[src/rtl/phoenix_switch_control.sv]
// phoenix_switch_control
//   Switch allocator for a 5-port XY-routed mesh router.
//   One FSM (IDLE -> ARB -> ROUTE -> ACK) serves header requests.
//     ARB   : picks an input round-robin.
//     ROUTE : computes the XY destination from that input's head flit.
//     ACK   : grants the header and records the crossbar connection.
//   A falling i_sender edge on a connected input tears its connection down.
//
//   Optional build macro: PHOENIX_SC_LOCAL_PRIO_EN
//     When defined, a pending LOCAL header always wins arbitration.
//     Round-robin then applies only among the four mesh ports.
//
// Parameters
//   FLIT_W   flit width in bits (>= 8; the routing target is in bits [7:0])
//   ADDRESS  router address, x = ADDRESS[7:4], y = ADDRESS[3:0]
//
// Ports (port index order EAST=0, WEST=1, NORTH=2, SOUTH=3, LOCAL=4)
//   i_clk      clock
//   i_rst      synchronous reset, active low
//   i_h        header-pending request per input buffer
//   i_sender   input buffer currently transmitting a packet
//   i_data     head flit per input, port p at [p*FLIT_W +: FLIT_W]
//   o_ack_h    one-cycle header grant per input
//   o_free     output port unallocated
//   o_mux_in   input index feeding output o at [3*o +: 3], 7 = none
//   o_mux_out  output index fed by input i at [3*i +: 3], 7 = none
module phoenix_switch_control #(
    parameter int         FLIT_W  = 16,
    parameter logic [7:0] ADDRESS = 8'h11
) (
    input  logic                  i_clk,
    input  logic                  i_rst,
    input  logic [4:0]            i_h,
    input  logic [4:0]            i_sender,
    input  logic [5*FLIT_W-1:0]   i_data,
    output logic [4:0]            o_ack_h,
    output logic [4:0]            o_free,
    output logic [14:0]           o_mux_in,
    output logic [14:0]           o_mux_out
);

    localparam logic [3:0] MY_X  = ADDRESS[7:4];
    localparam logic [3:0] MY_Y  = ADDRESS[3:0];
    localparam logic [2:0] EAST  = 3'd0;
    localparam logic [2:0] WEST  = 3'd1;
    localparam logic [2:0] NORTH = 3'd2;
    localparam logic [2:0] SOUTH = 3'd3;
    localparam logic [2:0] LOCAL = 3'd4;
    localparam logic [2:0] NONE  = 3'd7;

    typedef enum logic [1:0] {IDLE, ARB, ROUTE, ACK} state_t;

    state_t       state_q, state_d;
    logic [2:0]   sel_q, dest_q;
    logic [2:0]   arb_sel, route_dest;
    logic         route_ok;
    logic [7:0]   head;
    logic [4:0]   sender_q;
    logic [4:0]   rel_in, rel_out;
    logic [4:0]   free_q;
    logic [14:0]  mux_in_q, mux_out_q;

    // Payload bits above the routing byte do not influence allocation.
    logic unused_flit_bits;
    assign unused_flit_bits = ^i_data;

    // First requester strictly after 'last', wrapping modulo 5.
    function automatic logic [2:0] rr_next(input logic [4:0] req, input logic [2:0] last);
        logic [2:0] pick;
        logic       found;
        int         p;
        pick  = last;
        found = 1'b0;
        for (int k = 1; k <= 5; k++) begin
            p = (int'(last) + k) % 5;
            if (!found && req[p]) begin
                pick  = 3'(p);
                found = 1'b1;
            end
        end
        return pick;
    endfunction

    always_comb begin
`ifdef PHOENIX_SC_LOCAL_PRIO_EN
        // LOCAL pre-empts; otherwise i_h[4]=0 so the search only sees mesh ports.
        arb_sel = i_h[4] ? LOCAL : rr_next(i_h, sel_q);
`else
        arb_sel = rr_next(i_h, sel_q);
`endif
    end

    // Head flit of the selected input.
    always_comb begin
        head = '0;
        for (int p = 0; p < 5; p++) begin
            if (sel_q == 3'(p)) head = i_data[p*FLIT_W +: 8];
        end
    end

    // XY routing: resolve X first, then Y.
    always_comb begin
        if (head[7:4] > MY_X)      route_dest = EAST;
        else if (head[7:4] < MY_X) route_dest = WEST;
        else if (head[3:0] > MY_Y) route_dest = NORTH;
        else if (head[3:0] < MY_Y) route_dest = SOUTH;
        else                       route_dest = LOCAL;
    end

    // Falling i_sender on a connected input releases its output this cycle.
    always_comb begin
        rel_in  = '0;
        rel_out = '0;
        for (int i = 0; i < 5; i++) begin
            if (sender_q[i] && !i_sender[i] && mux_out_q[3*i +: 3] != NONE) begin
                rel_in[i] = 1'b1;
                for (int o = 0; o < 5; o++) begin
                    if (mux_out_q[3*i +: 3] == 3'(o)) rel_out[o] = 1'b1;
                end
            end
        end
    end

    // An output being released this cycle is still treated as busy, and a
    // mesh input may never be routed back out of its own port.
    always_comb begin
        route_ok = 1'b0;
        for (int o = 0; o < 5; o++) begin
            if (route_dest == 3'(o)) route_ok = free_q[o] && !rel_out[o];
        end
        if (route_dest == sel_q && sel_q != LOCAL) route_ok = 1'b0;
    end

    // FSM: state register
    always_ff @(posedge i_clk) begin
        if (!i_rst) state_q <= IDLE;
        else        state_q <= state_d;
    end

    // FSM: next state
    always_comb begin
        state_d = state_q;
        case (state_q)
            IDLE:    if (|i_h) state_d = ARB;
            ARB:     state_d = (|i_h) ? ROUTE : IDLE;
            ROUTE:   state_d = route_ok ? ACK : IDLE;
            ACK:     state_d = IDLE;
            default: state_d = IDLE;
        endcase
    end

    // FSM: outputs
    always_comb begin
        o_ack_h = '0;
        for (int p = 0; p < 5; p++) begin
            o_ack_h[p] = (state_q == ACK) && (sel_q == 3'(p));
        end
    end

    // Selection and crossbar allocation. Release is applied before the ACK
    // allocation so that a grant on the same input wins its own mux_out entry.
    always_ff @(posedge i_clk) begin
        if (!i_rst) begin
            sel_q     <= LOCAL;
            dest_q    <= NONE;
            sender_q  <= '0;
            free_q    <= '1;
            mux_in_q  <= '1;
            mux_out_q <= '1;
        end else begin
            sender_q <= i_sender;
            if (state_q == ARB && |i_h) sel_q  <= arb_sel;
            if (state_q == ROUTE)       dest_q <= route_dest;
            for (int i = 0; i < 5; i++) begin
                if (rel_in[i]) mux_out_q[3*i +: 3] <= NONE;
                if (rel_out[i]) begin
                    free_q[i]          <= 1'b1;
                    mux_in_q[3*i +: 3] <= NONE;
                end
            end
            if (state_q == ACK) begin
                for (int p = 0; p < 5; p++) begin
                    if (dest_q == 3'(p)) begin
                        free_q[p]          <= 1'b0;
                        mux_in_q[3*p +: 3] <= sel_q;
                    end
                    if (sel_q == 3'(p)) mux_out_q[3*p +: 3] <= dest_q;
                end
            end
        end
    end

    assign o_free    = free_q;
    assign o_mux_in  = mux_in_q;
    assign o_mux_out = mux_out_q;

endmodule

[config.mk]
export PLATFORM = sky130hd
export DESIGN_NAME = phoenix_switch_control
export DESIGN_NICKNAME = d
export VERILOG_FILES = /design/src/rtl/phoenix_switch_control.sv
export SDC_FILE = /design/constraint.sdc
export NUM_CORES = 1
export LEC_CHECK = 0
export CAP_MARGIN = 20
export CORE_AREA = 2 2 105 107
export DETAILED_ROUTE_END_ITERATION = 10
export DIE_AREA = 0 0 107 109
export PLACE_DENSITY = 0.8
export SLEW_MARGIN = 25
export SYNTH_ARGS = -nofsm -noshare
export SYNTH_HDL_FRONTEND = slang
export SYNTH_SLANG_ARGS = --single-unit
[constraint.sdc]
create_clock -name i_clk -period 4.15 [get_ports i_clk]
set_clock_uncertainty 0.05 [all_clocks]
set_input_delay 0.83 -clock i_clk [delete_from_list [all_inputs] [get_ports i_clk]]
set_output_delay 0.83 -clock i_clk [all_outputs]
set_load 0.1 [all_outputs]
==> flow_summary_export.csv <==
group,metric,value,unit
outcome,status,"completed",
yosys,postSynthAreaPerCell,7.34,um^2
die,boundaryPins,132,
yosys,syn_area,4500,um^2
finish,diodes,0,
yosys,yosys_warnings,0,
detailed_routing,met3_length,815,um
detailed_routing,wl_met2,6980,um
place,portBuffers,91,
place,gp_congestion,0.879,
sta,rsz0062_at_grt,"no",
yosys,netlist_top_cells_count,"nor2_1 (66), o21ai_0 (62), dfxtp_1 (48), nand2_1 (44), nor3_1 (39)",
detailed_routing,ant_nets,0,
critical_path,critPathLaunchType,"flip-flop",
finish,layout-drive-gt1-share,0.138,
sta,finalSetupViolations,0,
yosys,synth.area.top_cells,"dfxtp_1 (21%), ha_1 (7.2%), o21ai_0 (6.9%), nor2_1 (5.5%), nor3_1 (4.3%)",
sta,hold_viol_final,0,
place,placed_cells,832,
place,placed_cell_area,5580,um^2
detailed_routing,wl_per_cell,16.2,um
finish,finalNonFillerCells,855,
sta,tightest_slew,984,ps
detailed_routing,num_vias,5110,
critical_path,r2r_slack,180,ps
sta,post-route-period-util,0.956,
place,place_ws,-118,ps
critical_path,worstPathArrival,4140,ps
detailed_routing,vias_per_cell,5.98,
yosys,synth_edf_count,0,
die,die_x,107,um
clocking,cts_tree,"done",
detailed_routing,wl,13800,um
power_and_ir_drop,leakage,2.32,nW
power_and_ir_drop,peakVddDrop,0.333,mV
finish,syn_to_final_growth,32.2,%
global_route,grt_pass1_wl,22000,um
job,cap_violations,0,
clocking,cts_buffers,5,
power_and_ir_drop,powerDensity,583,nW/um^2
global_route,grt_max_degree,37,
clocking,clock_path_buffers,2,
sta,tns,0,ps
yosys,synth_flop_cell,"dfxtp_1",
yosys,yosysTopAreaCellShare,0.213,
yosys,synth.yosys.seq_area_share,0.213,
finish,finalInstanceArea,5960,um^2
die,start_util,0.425,
finish,nets,832,
yosys,ys_ff_latch,48,
detailed_routing,firstDrtPassIters,7,
die,die-area,11700,um^2
yosys,synth_cells,614,
yosys,synth_area_leader_cell,"dfxtp_1",
yosys,async_flop_share,0,
detailed_routing,drt_iter0_markers,321,
sta,timing.fmax,0.252,GHz
clocking,clock-sinks,48,
clocking,clock_latency,300,ps
finish,fillers,946,
finish,final_core_util,0.562,
global_route,grt_usage,0.228,
detailed_routing,routedLengthMet1,5610,um
clocking,root_buffer,"clkbuf_8",
sta,relSlewSlack,0.342,
yosys,syn_nets,732,
critical_path,cp_max_fo,7,
global_route,grt_antenna_before_repair,0,
die,row_count,38,
die,coreArea,10600,um^2
detailed_routing,highest-signal-layer,"met4",
sta,setup_slack,184,ps
sta,slew_violations,0,
sta,period_needed,3970,ps
detailed_routing,drc,0,
critical_path,critPathCaptureType,"flip-flop",
die,die_y,109,um
critical_path,required,4320,ps
hold_path,holdCritPathClass,"flip-flop to flip-flop",
clocking,h-tree-depth,2,
global_route,first_global_vias,4833,
clocking,clk_pin_slew,90,ps
critical_path,worst-setup-path-type,"flip-flop to flip-flop",
yosys,synth.distinct_cells,89,
global_route,overflow,0,
yosys,synthMostInstantiatedCell,"nor2_1",
place,dp_hpwl,10500,um
==> logic make-up (layout without fill, tap and decap cells) <==
family                   count (synthesis)  count (layout)  synth area share
AO/OA/AOI/OAI                          179             179             0.275
XOR/XNOR                                 7               7            0.0169
adder cells (fa/ha/maj)                 26              26            0.0722
buffers and inverters                   63             164            0.0617
flip-flops                              48              48             0.213
multiplexers                            14              14            0.0372
AND/OR/NAND/NOR                        277             277             0.323
==> critical path: stages, from the launching register on <==
cell	delay, ps
dfxtp_2	360
buf_4	160
clkinvlp_4	170
ha_4	280
ha_1	230
nor3_4	220
nor2_1	100
xnor2_2	220
inv_2	90
ha_4	260
mux2i_1	110
mux4_2	510
o32ai_4	340
buf_4	170
nand3_2	100
or3_1	340
a31oi_1	180
==> through the flow <==
stage | hold WS [ps] | total power, mW
after global placement | 468 | 2.65
after floorplan | 467 | 2.27
after CTS | 505 | 3.18
after detailed placement | 478 | 2.74
after global routing | 531 | 3.72
final | 507 | 3.47
==> repair_timing <==
action,CTS,global route
endpoints found under the setup margin,2,3
pin swaps,1,6
resized for setup,2,24
setup buffers,1,14
hold buffers,0,0
==> final timing paths <==
check / to / from / cells after the start
worst max-delay path: sel_q[0]$_SDFFE_PN0P_ / sel_q[0]$_SDFFE_PN0P_ / 16
worst min-delay path: o_mux_in[3]$_SDFF_PN1_ / o_mux_in[3]$_SDFF_PN1_ / 2
worst max register to register: sel_q[0]$_SDFFE_PN0P_ / sel_q[0]$_SDFFE_PN0P_ / 16
worst min register to register: o_mux_in[3]$_SDFF_PN1_ / o_mux_in[3]$_SDFF_PN1_ / 2
==> power by group <==
| group | internal, mW | switching, mW | total, mW | leakage, nW |
|---|---|---|---|---|
| clock | 0.243 | 0.165 | 0.408 | 0.0687 |
| combinational | 1.10 | 1.44 | 2.54 | 1.86 |
| sequential | 0.485 | 0.0448 | 0.530 | 0.391 |
| total | 1.83 | 1.65 | 3.47 | 2.32 |
==> state kept, by name, summed over array words and instances, names as in the netlist <==
| name | count |
|---|---|
| dest_q | 3 |
| o_free | 5 |
| o_mux_in | 15 |
| o_mux_out | 15 |
| sel_q | 3 |
| sender_q | 5 |
| state_q | 2 |
==> metal layers <==
layer,track usage,vias up
met1,0.274,2385
met2,0.420,224
met3,0.0245,45
met5,0,-
met4,0.0853,0
li1,-,2456
==> layout by cell type, fill, tap and decap left out, types with 5 or more instances in the layout <==
cell type / instances
and3_1: 6
and2_1: 9
a21oi_1: 23
clkbuf_8: 5
a31oi_1: 7
a21oi_2: 5
o31ai_1: 7
nand2b_1: 12
ha_1: 20
nor3_1: 39
o21a_1: 6
or3_1: 9
clkdlybuf4s50_1: 86
o211ai_1: 8
nand4_1: 10
nand2_1: 44
buf_4: 35
mux2i_1: 10
nor2b_1: 15
nor2_1: 65
nand3_1: 26
o21ai_0: 62
nand3b_1: 6
dfxtp_1: 46
nor3b_1: 6
inv_1: 27
==> cell type report <==
cell class | instances | area (um^2) | share of cell area
Inverter | 32 | 124 | 0.0208
Clock buffer | 5 | 68.8 | 0.0116
Multi-Input combinational cell | 503 | 3390 | 0.569
Timing Repair Buffer | 124 | 1170 | 0.196
Clock inverter | 3 | 68.8 | 0.0116
Sequential cell | 48 | 963 | 0.162
Tap cell | 140 | 175 | 0.0294
No activity file was read; power rests on OpenSTA's default activity.
